<file path="src/rtl/int_to_float_pipe_if.sv">
`default_nettype none
// ============================================================================
// Module   : int_to_float_pipe_if
// Brief    : Valid/ready bundle for the integer-to-float conversion pipeline.
// Revision : 1.0 - initial release
// ============================================================================
interface int_to_float_pipe_if #(
    parameter int IN_W  = 24,
    parameter int EXP_W = 5,
    parameter int MAN_W = 10
);
    localparam int c_OUT_W = 1 + EXP_W + MAN_W;

    logic               in_valid;
    logic               in_ready;
    logic [IN_W-1:0]    in_data;
    logic               in_round;
    logic               out_valid;
    logic               out_ready;
    logic [c_OUT_W-1:0] out_data;
    logic               out_inexact;
    logic               out_overflow;

    // Upstream producer / downstream consumer side
    modport master (
        output in_valid, in_data, in_round, out_ready,
        input  in_ready, out_valid, out_data, out_inexact, out_overflow
    );

    // Converter side
    modport slave (
        input  in_valid, in_data, in_round, out_ready,
        output in_ready, out_valid, out_data, out_inexact, out_overflow
    );
endinterface
`default_nettype wire

</file>
<file path="src/rtl/int_to_float_pipe.sv">
`default_nettype none
// ============================================================================
// Module   : int_to_float_pipe
// Brief    : 3-stage signed-integer to packed-float converter with RNE/trunc.
// Revision : 1.0 - initial release
// ============================================================================
module int_to_float_pipe #(
    parameter int IN_W     = 24,
    parameter int EXP_W    = 5,
    parameter int MAN_W    = 10,
    parameter int EXP_BIAS = 1
) (
    input  logic                 clk,
    input  logic                 rst,
    int_to_float_pipe_if.slave   bus
);
    localparam int          c_OUT_W   = 1 + EXP_W + MAN_W;
    localparam int          c_P_W     = (IN_W > 1) ? $clog2(IN_W) : 1;
    localparam int          c_EXT_W   = IN_W + MAN_W + 1;
    localparam logic [31:0] c_EXP_MAX = 32'((64'd1 << EXP_W) - 64'd1);

    // Stage enables: a stage loads when empty or when its successor moves on
    logic w_s1_en, w_s2_en, w_s3_en;

    logic               r_s1_valid, r_s1_sign, r_s1_round;
    logic [IN_W-1:0]    r_s1_mag;

    logic               r_s2_valid, r_s2_sign, r_s2_zero, r_s2_round;
    logic [c_P_W-1:0]   r_s2_p;
    logic [MAN_W-1:0]   r_s2_man;
    logic               r_s2_guard, r_s2_sticky;

    logic               r_s3_valid, r_s3_inexact, r_s3_overflow;
    logic [c_OUT_W-1:0] r_s3_data;

    assign w_s3_en = !r_s3_valid || bus.out_ready;
    assign w_s2_en = !r_s2_valid || w_s3_en;
    assign w_s1_en = !r_s1_valid || w_s2_en;

    assign bus.in_ready     = w_s1_en;
    assign bus.out_valid    = r_s3_valid;
    assign bus.out_data     = r_s3_data;
    assign bus.out_inexact  = r_s3_inexact;
    assign bus.out_overflow = r_s3_overflow;

    // S1: sign and magnitude; the most negative input wraps to 2^(IN_W-1)
    logic [IN_W-1:0] w_abs;
    assign w_abs = bus.in_data[IN_W-1] ? -bus.in_data : bus.in_data;

    always_ff @(posedge clk) begin
        if (rst) begin
            r_s1_valid <= 1'b0;
            r_s1_sign  <= 1'b0;
            r_s1_round <= 1'b0;
            r_s1_mag   <= '0;
        end else if (w_s1_en) begin
            r_s1_valid <= bus.in_valid;
            r_s1_sign  <= bus.in_data[IN_W-1];
            r_s1_round <= bus.in_round;
            r_s1_mag   <= w_abs;
        end
    end

    // S2: leading-one detect and normalise into an extended field
    logic [c_P_W-1:0]   w_p;
    logic [c_P_W-1:0]   w_shamt;
    logic [c_EXT_W-1:0] w_ext;

    always_comb begin
        w_p = '0;
        for (int i = 0; i < IN_W; i++) begin
            if (r_s1_mag[i]) begin
                w_p = c_P_W'(i);
            end
        end
        w_shamt = c_P_W'(IN_W - 1) - w_p;
        w_ext   = {r_s1_mag, {(MAN_W + 1){1'b0}}} << w_shamt;
    end

    always_ff @(posedge clk) begin
        if (rst) begin
            r_s2_valid  <= 1'b0;
            r_s2_sign   <= 1'b0;
            r_s2_zero   <= 1'b0;
            r_s2_round  <= 1'b0;
            r_s2_p      <= '0;
            r_s2_man    <= '0;
            r_s2_guard  <= 1'b0;
            r_s2_sticky <= 1'b0;
        end else if (w_s2_en) begin
            r_s2_valid  <= r_s1_valid;
            r_s2_sign   <= r_s1_sign;
            r_s2_zero   <= (r_s1_mag == '0);
            r_s2_round  <= r_s1_round;
            r_s2_p      <= w_p;
            r_s2_man    <= w_ext[c_EXT_W-2 -: MAN_W];
            r_s2_guard  <= w_ext[c_EXT_W-2-MAN_W];
            r_s2_sticky <= |w_ext[c_EXT_W-3-MAN_W:0];
        end
    end

    // S3: round, carry into exponent, saturate, pack
    logic               w_inc;
    logic [MAN_W:0]     w_man_sum;
    logic [31:0]        w_exp_full;
    logic               w_ovf;
    logic [c_OUT_W-1:0] w_res;
    logic               w_res_inexact, w_res_ovf;

    assign w_inc      = r_s2_round & r_s2_guard & (r_s2_sticky | r_s2_man[0]);
    assign w_man_sum  = {1'b0, r_s2_man} + {{MAN_W{1'b0}}, w_inc};
    assign w_exp_full = 32'(EXP_BIAS) + 32'(r_s2_p) + 32'(w_man_sum[MAN_W]);
    assign w_ovf      = (w_exp_full > c_EXP_MAX);

    always_comb begin
        w_res         = {r_s2_sign, w_exp_full[EXP_W-1:0], w_man_sum[MAN_W-1:0]};
        w_res_inexact = r_s2_guard | r_s2_sticky;
        w_res_ovf     = w_ovf;
        if (r_s2_zero) begin
            w_res         = '0;
            w_res_inexact = 1'b0;
            w_res_ovf     = 1'b0;
        end else if (w_ovf) begin
            w_res = {r_s2_sign, {EXP_W{1'b1}}, {MAN_W{1'b1}}};
        end
    end

    always_ff @(posedge clk) begin
        if (rst) begin
            r_s3_valid    <= 1'b0;
            r_s3_data     <= '0;
            r_s3_inexact  <= 1'b0;
            r_s3_overflow <= 1'b0;
        end else if (w_s3_en) begin
            r_s3_valid    <= r_s2_valid;
            r_s3_data     <= w_res;
            r_s3_inexact  <= w_res_inexact;
            r_s3_overflow <= w_res_ovf;
        end
    end
endmodule
`default_nettype wire
</file>
<file path="src/flat_wrapper.sv">
// flat-port wrapper written by rule: the top's interface ports become plain ports
module int_to_float_pipe_flat 
#(
    parameter int IN_W     = 24,
    parameter int EXP_W    = 5,
    parameter int MAN_W    = 10,
    parameter int EXP_BIAS = 1
)
  (clk, rst, bus_in_valid, bus_in_data, bus_in_round, bus_out_ready, bus_in_ready, bus_out_valid, bus_out_data, bus_out_inexact, bus_out_overflow);
  int_to_float_pipe_if #(.IN_W(IN_W), .EXP_W(EXP_W), .MAN_W(MAN_W)) bus_i ();
  input  logic clk;
  input  logic rst;
  input wire logic [$bits(bus_i.in_valid)-1:0] bus_in_valid;
  input wire logic [$bits(bus_i.in_data)-1:0] bus_in_data;
  input wire logic [$bits(bus_i.in_round)-1:0] bus_in_round;
  input wire logic [$bits(bus_i.out_ready)-1:0] bus_out_ready;
  output wire logic [$bits(bus_i.in_ready)-1:0] bus_in_ready;
  output wire logic [$bits(bus_i.out_valid)-1:0] bus_out_valid;
  output wire logic [$bits(bus_i.out_data)-1:0] bus_out_data;
  output wire logic [$bits(bus_i.out_inexact)-1:0] bus_out_inexact;
  output wire logic [$bits(bus_i.out_overflow)-1:0] bus_out_overflow;
  assign bus_i.in_valid = bus_in_valid;
  assign bus_i.in_data = bus_in_data;
  assign bus_i.in_round = bus_in_round;
  assign bus_i.out_ready = bus_out_ready;
  assign bus_in_ready = bus_i.in_ready;
  assign bus_out_valid = bus_i.out_valid;
  assign bus_out_data = bus_i.out_data;
  assign bus_out_inexact = bus_i.out_inexact;
  assign bus_out_overflow = bus_i.out_overflow;
  int_to_float_pipe #(.IN_W(IN_W), .EXP_W(EXP_W), .MAN_W(MAN_W), .EXP_BIAS(EXP_BIAS)) u_core (.clk(clk), .rst(rst), .bus(bus_i));
endmodule
</file>
<file path="config.mk">
export PLATFORM = sky130hd
export DESIGN_NAME = int_to_float_pipe_flat
export DESIGN_NICKNAME = d
export VERILOG_FILES = /design/src/rtl/int_to_float_pipe_if.sv /design/src/rtl/int_to_float_pipe.sv /design/src/flat_wrapper.sv
export SDC_FILE = /design/constraint.sdc
export NUM_CORES = 1
export LEC_CHECK = 0
export CORE_ASPECT_RATIO = 0.75
export CORE_MARGIN = 4
export CORE_UTILIZATION = 58
export DETAILED_ROUTE_END_ITERATION = 16
export PLACE_DENSITY_LB_ADDON = 0.1
export SYNTH_ARGS = -nofsm -noshare
export SYNTH_HDL_FRONTEND = slang
export SYNTH_SLANG_ARGS = --single-unit
</file>
<file path="constraint.sdc">
create_clock -name clk -period 3.6 [get_ports clk]
set_input_delay 1.08 -clock clk [delete_from_list [all_inputs] [get_ports clk]]
set_output_delay 1.08 -clock clk [all_outputs]
set_load 0.02 [all_outputs]
</file>
==> reports/metrics.yaml <==
die_h_um: 86.7
r2r_end: "u_core.r_s2_sticky"
grt_util_all_layers: 0.270
die_x_um: 113
cts_resized: 0
vias_per_cell: 6.29
io_buffers: 48
preCtsSetupSlack_ns: -0.0823
min_to: "u_core.r_s1_sign"
io-pin-count: 49
critical_path_class: "in2reg"
ys_types: 76
cts_hold_buf: 0
drt_iter0_drc: 415
crit_chain: "clkdlybuf4s50_1 > or3_1 > nor4_2 > nand2_1 > or2_1 > or3_1 > nand2b_1 > o41ai_2 > xor2_1 > a211oi_1"
cp_slowest_stage_delay_ns: 0.41
p_leak_uw: 0.00221
synth-seq-area-share: 0.280
combPwrFrac: 0.340
synthTopCellsByArea: "dfxtp_1 (28%), mux2i_1 (9.2%), nor2_1 (6.6%)"
worst_slack_ns: 0.275
end_kind: "flip-flop"
skew_ns: 0.00293
clkPwrFrac: 0.281
finalHoldViolations: 0
critPathMaxFanout: 3
cts_setup_buffers: 0
grt_max_degree: 46
period_needed_ns: 3.32
synthCells: 610
insertion_delay_ns: 0.35
vias: 4740
p_int_uw: 1580
core_um2: 7950
clock-sinks: 67
firstDrtPassIters: 5
min_path_type: "reg2reg"
swShare: 0.348
r2r-start: "u_core.r_s1_mag[2]"
hp-start: "u_core.r_s1_sign"
synth-seq-cells: 67
ir_drop_uv: 344
cts_tree: "yes"
ys_async_sr_fraction: 0
cts_made_buffers: 9
routed_wl_mm: 12.9
drive_above_1_share: 0.116
reg2regPathDepth: 9
rrSetupSlack_ns: 0.31
synth_fp_nets: 645
routedWlPerCell_um: 17.1
power_frac_seq: 0.378
syn_avg_cell_area_um2: 7.85
yosys-top-cells-count: "nor2_1 (84), dfxtp_1 (67), nand2_1 (62)"
start_kind: "primary input"
grt_pass1_vias: 4476
cap_viol_max_count: 0
yosys_warnings: 0
synth_edf_count: 0
yosysTopAreaCell: "dfxtp_1"
drv_slew: 0
slew_headroom: 0.466
outcome: "complete, no violations"
yosys_most_used_dff: "dfxtp_1"
htreeDepth: 3
drc: 0
crit_path_frequent_cell: "or3_1"
synth_area_um2: 4790
grt_pass1_wl_mm: 21.5
rows: 28
dp_hpwl_mm: 9.61
initial_utilization: 0.602
setup_violations: 0
cp.required_ns: 3.86
final_net_count: 679
worstPathArrival_ns: 3.59
final_util: 0.701
netSwitchingPower_uw: 844
cts_root_buf: "clkbuf_8"
cts_max_path_buffers: 2
place.gp.congestion: 0.956
dieArea_um2: 9790
worstMarginPinSlew_ns: 0.800
hold_slack_ns: 0.454
synthToLayoutAreaGrowth_pct: 16.4
fmax_mhz: 301
antenna_found_initial: 0
synth_most_common_cell: "nor2_1"
synth.top_cell.area_share: 0.280
rsz0062_at_grt: "no"
powerDensity_nw_per_um2: 435
insertedDiodeCount: 0
cts.clk_slew.worst_paths_ns: 0.07
grt_overflow: 0
timing.final.crit_share: 0.924
worst_path_max_delay_cell: "clkdlybuf4s50_1"
hold_path_depth: 2
antenna_left: 0
==> through the flow <==
stage	TNS, ns	power [uW]	cell area (um2)	std cells
2_1_floorplan	0	1510	4790	610
3_3_place_gp	-0.00509	1720	5360	738
3_5_place_dp	-0.0823	1740	5360	738
4_1_cts	0	2430	5570	753
5_1_grt	0	2550	5570	753
6_report	0	2420	5570	753
==> power by group through the flow <==
| stage | Combinational [uW] | Sequential, uW | Clock, uW |
|---|---|---|---|
| after global placement | 798 | 926 | 0 |
| after floorplan | 607 | 907 | 0 |
| after detailed placement | 812 | 930 | 0 |
| after CTS | 815 | 913 | 700 |
| final | 825 | 917 | 682 |
| after global routing | 898 | 926 | 728 |
==> worst max-delay path by stage <==
stage	startpoint	end	slack (ns)	cells after the start
final	bus_in_data[5]	u_core.r_s1_mag[21]	0.28	10
after global routing	u_core.r_s2_man[0]	u_core.bus.out_data[14]	0.01	16
after CTS	bus_out_ready	bus_in_ready	0.03	5
after detailed placement	bus_in_data[5]	u_core.r_s1_mag[21]	-0.08	10
after global placement	bus_in_data[5]	u_core.r_s1_mag[21]	-0.005	10
after floorplan	bus_in_data[5]	u_core.r_s1_mag[21]	0.47	9
==> cell type report <==
type	instances	area, um2
Multi-Input combinational cell	471	3100
Fill cell	661	2380
Sequential cell	67	1340
Timing Repair Buffer	82	733
Tap cell	105	131
Clock buffer	9	124
Clock inverter	6	88.8
Inverter	13	48.8
==> state kept, by name, summed over array words and instances, names as in the netlist, 5 cells and up <==
signal and flops:
u_core.r_s2_p 5, u_core.r_s2_man 10, u_core.r_s1_mag 24, u_core.bus.out_data 16
==> cells in the final DEF (no fill, tap or decap), drive strengths merged, types with 4 or more instances in the layout <==
cell type and instances:
a211oi 39, a21oi 44, a31oi 5, and3 4, buf 35, clkbuf 9, clkdlybuf4s50 46, dfxtp 67
ha 6, inv 14, mux2 5, mux2i 44, nand2 62, nand2b 4, nand3 4, nand4 8
nor2 84, nor2b 6, nor3 19, nor4 10, o211ai 9, o21a 4, o21ai 17, o31ai 8
o41ai 4, or3 6, xnor2 6, xor2 25
==> critical path, delay by kind of cell <==
family          cells  cell delay, ns
simple gates        6            1.51
compound gates      2            0.48
buf+inv             1            0.41
xor+xnor            1            0.11
==> cell families after synthesis <==
logic type | synth area share
AO/OA/AOI/OAI | 0.254
adder cells (fa/ha/maj) | 0.0157
AND/OR/NAND/NOR | 0.210
flip-flops | 0.280
XOR/XNOR | 0.0567
multiplexers | 0.110
buffers and inverters | 0.0739
==> layer usage <==
metal,up-vias,global-route usage,routed length (um)
met5,-,0,0
met4,0,0.104,284
met3,28,0.0551,912
met2,186,0.401,5500
met1,2239,0.385,6170
li1,2287,-,-
Note: power is estimated with default switching activity, not from simulation.
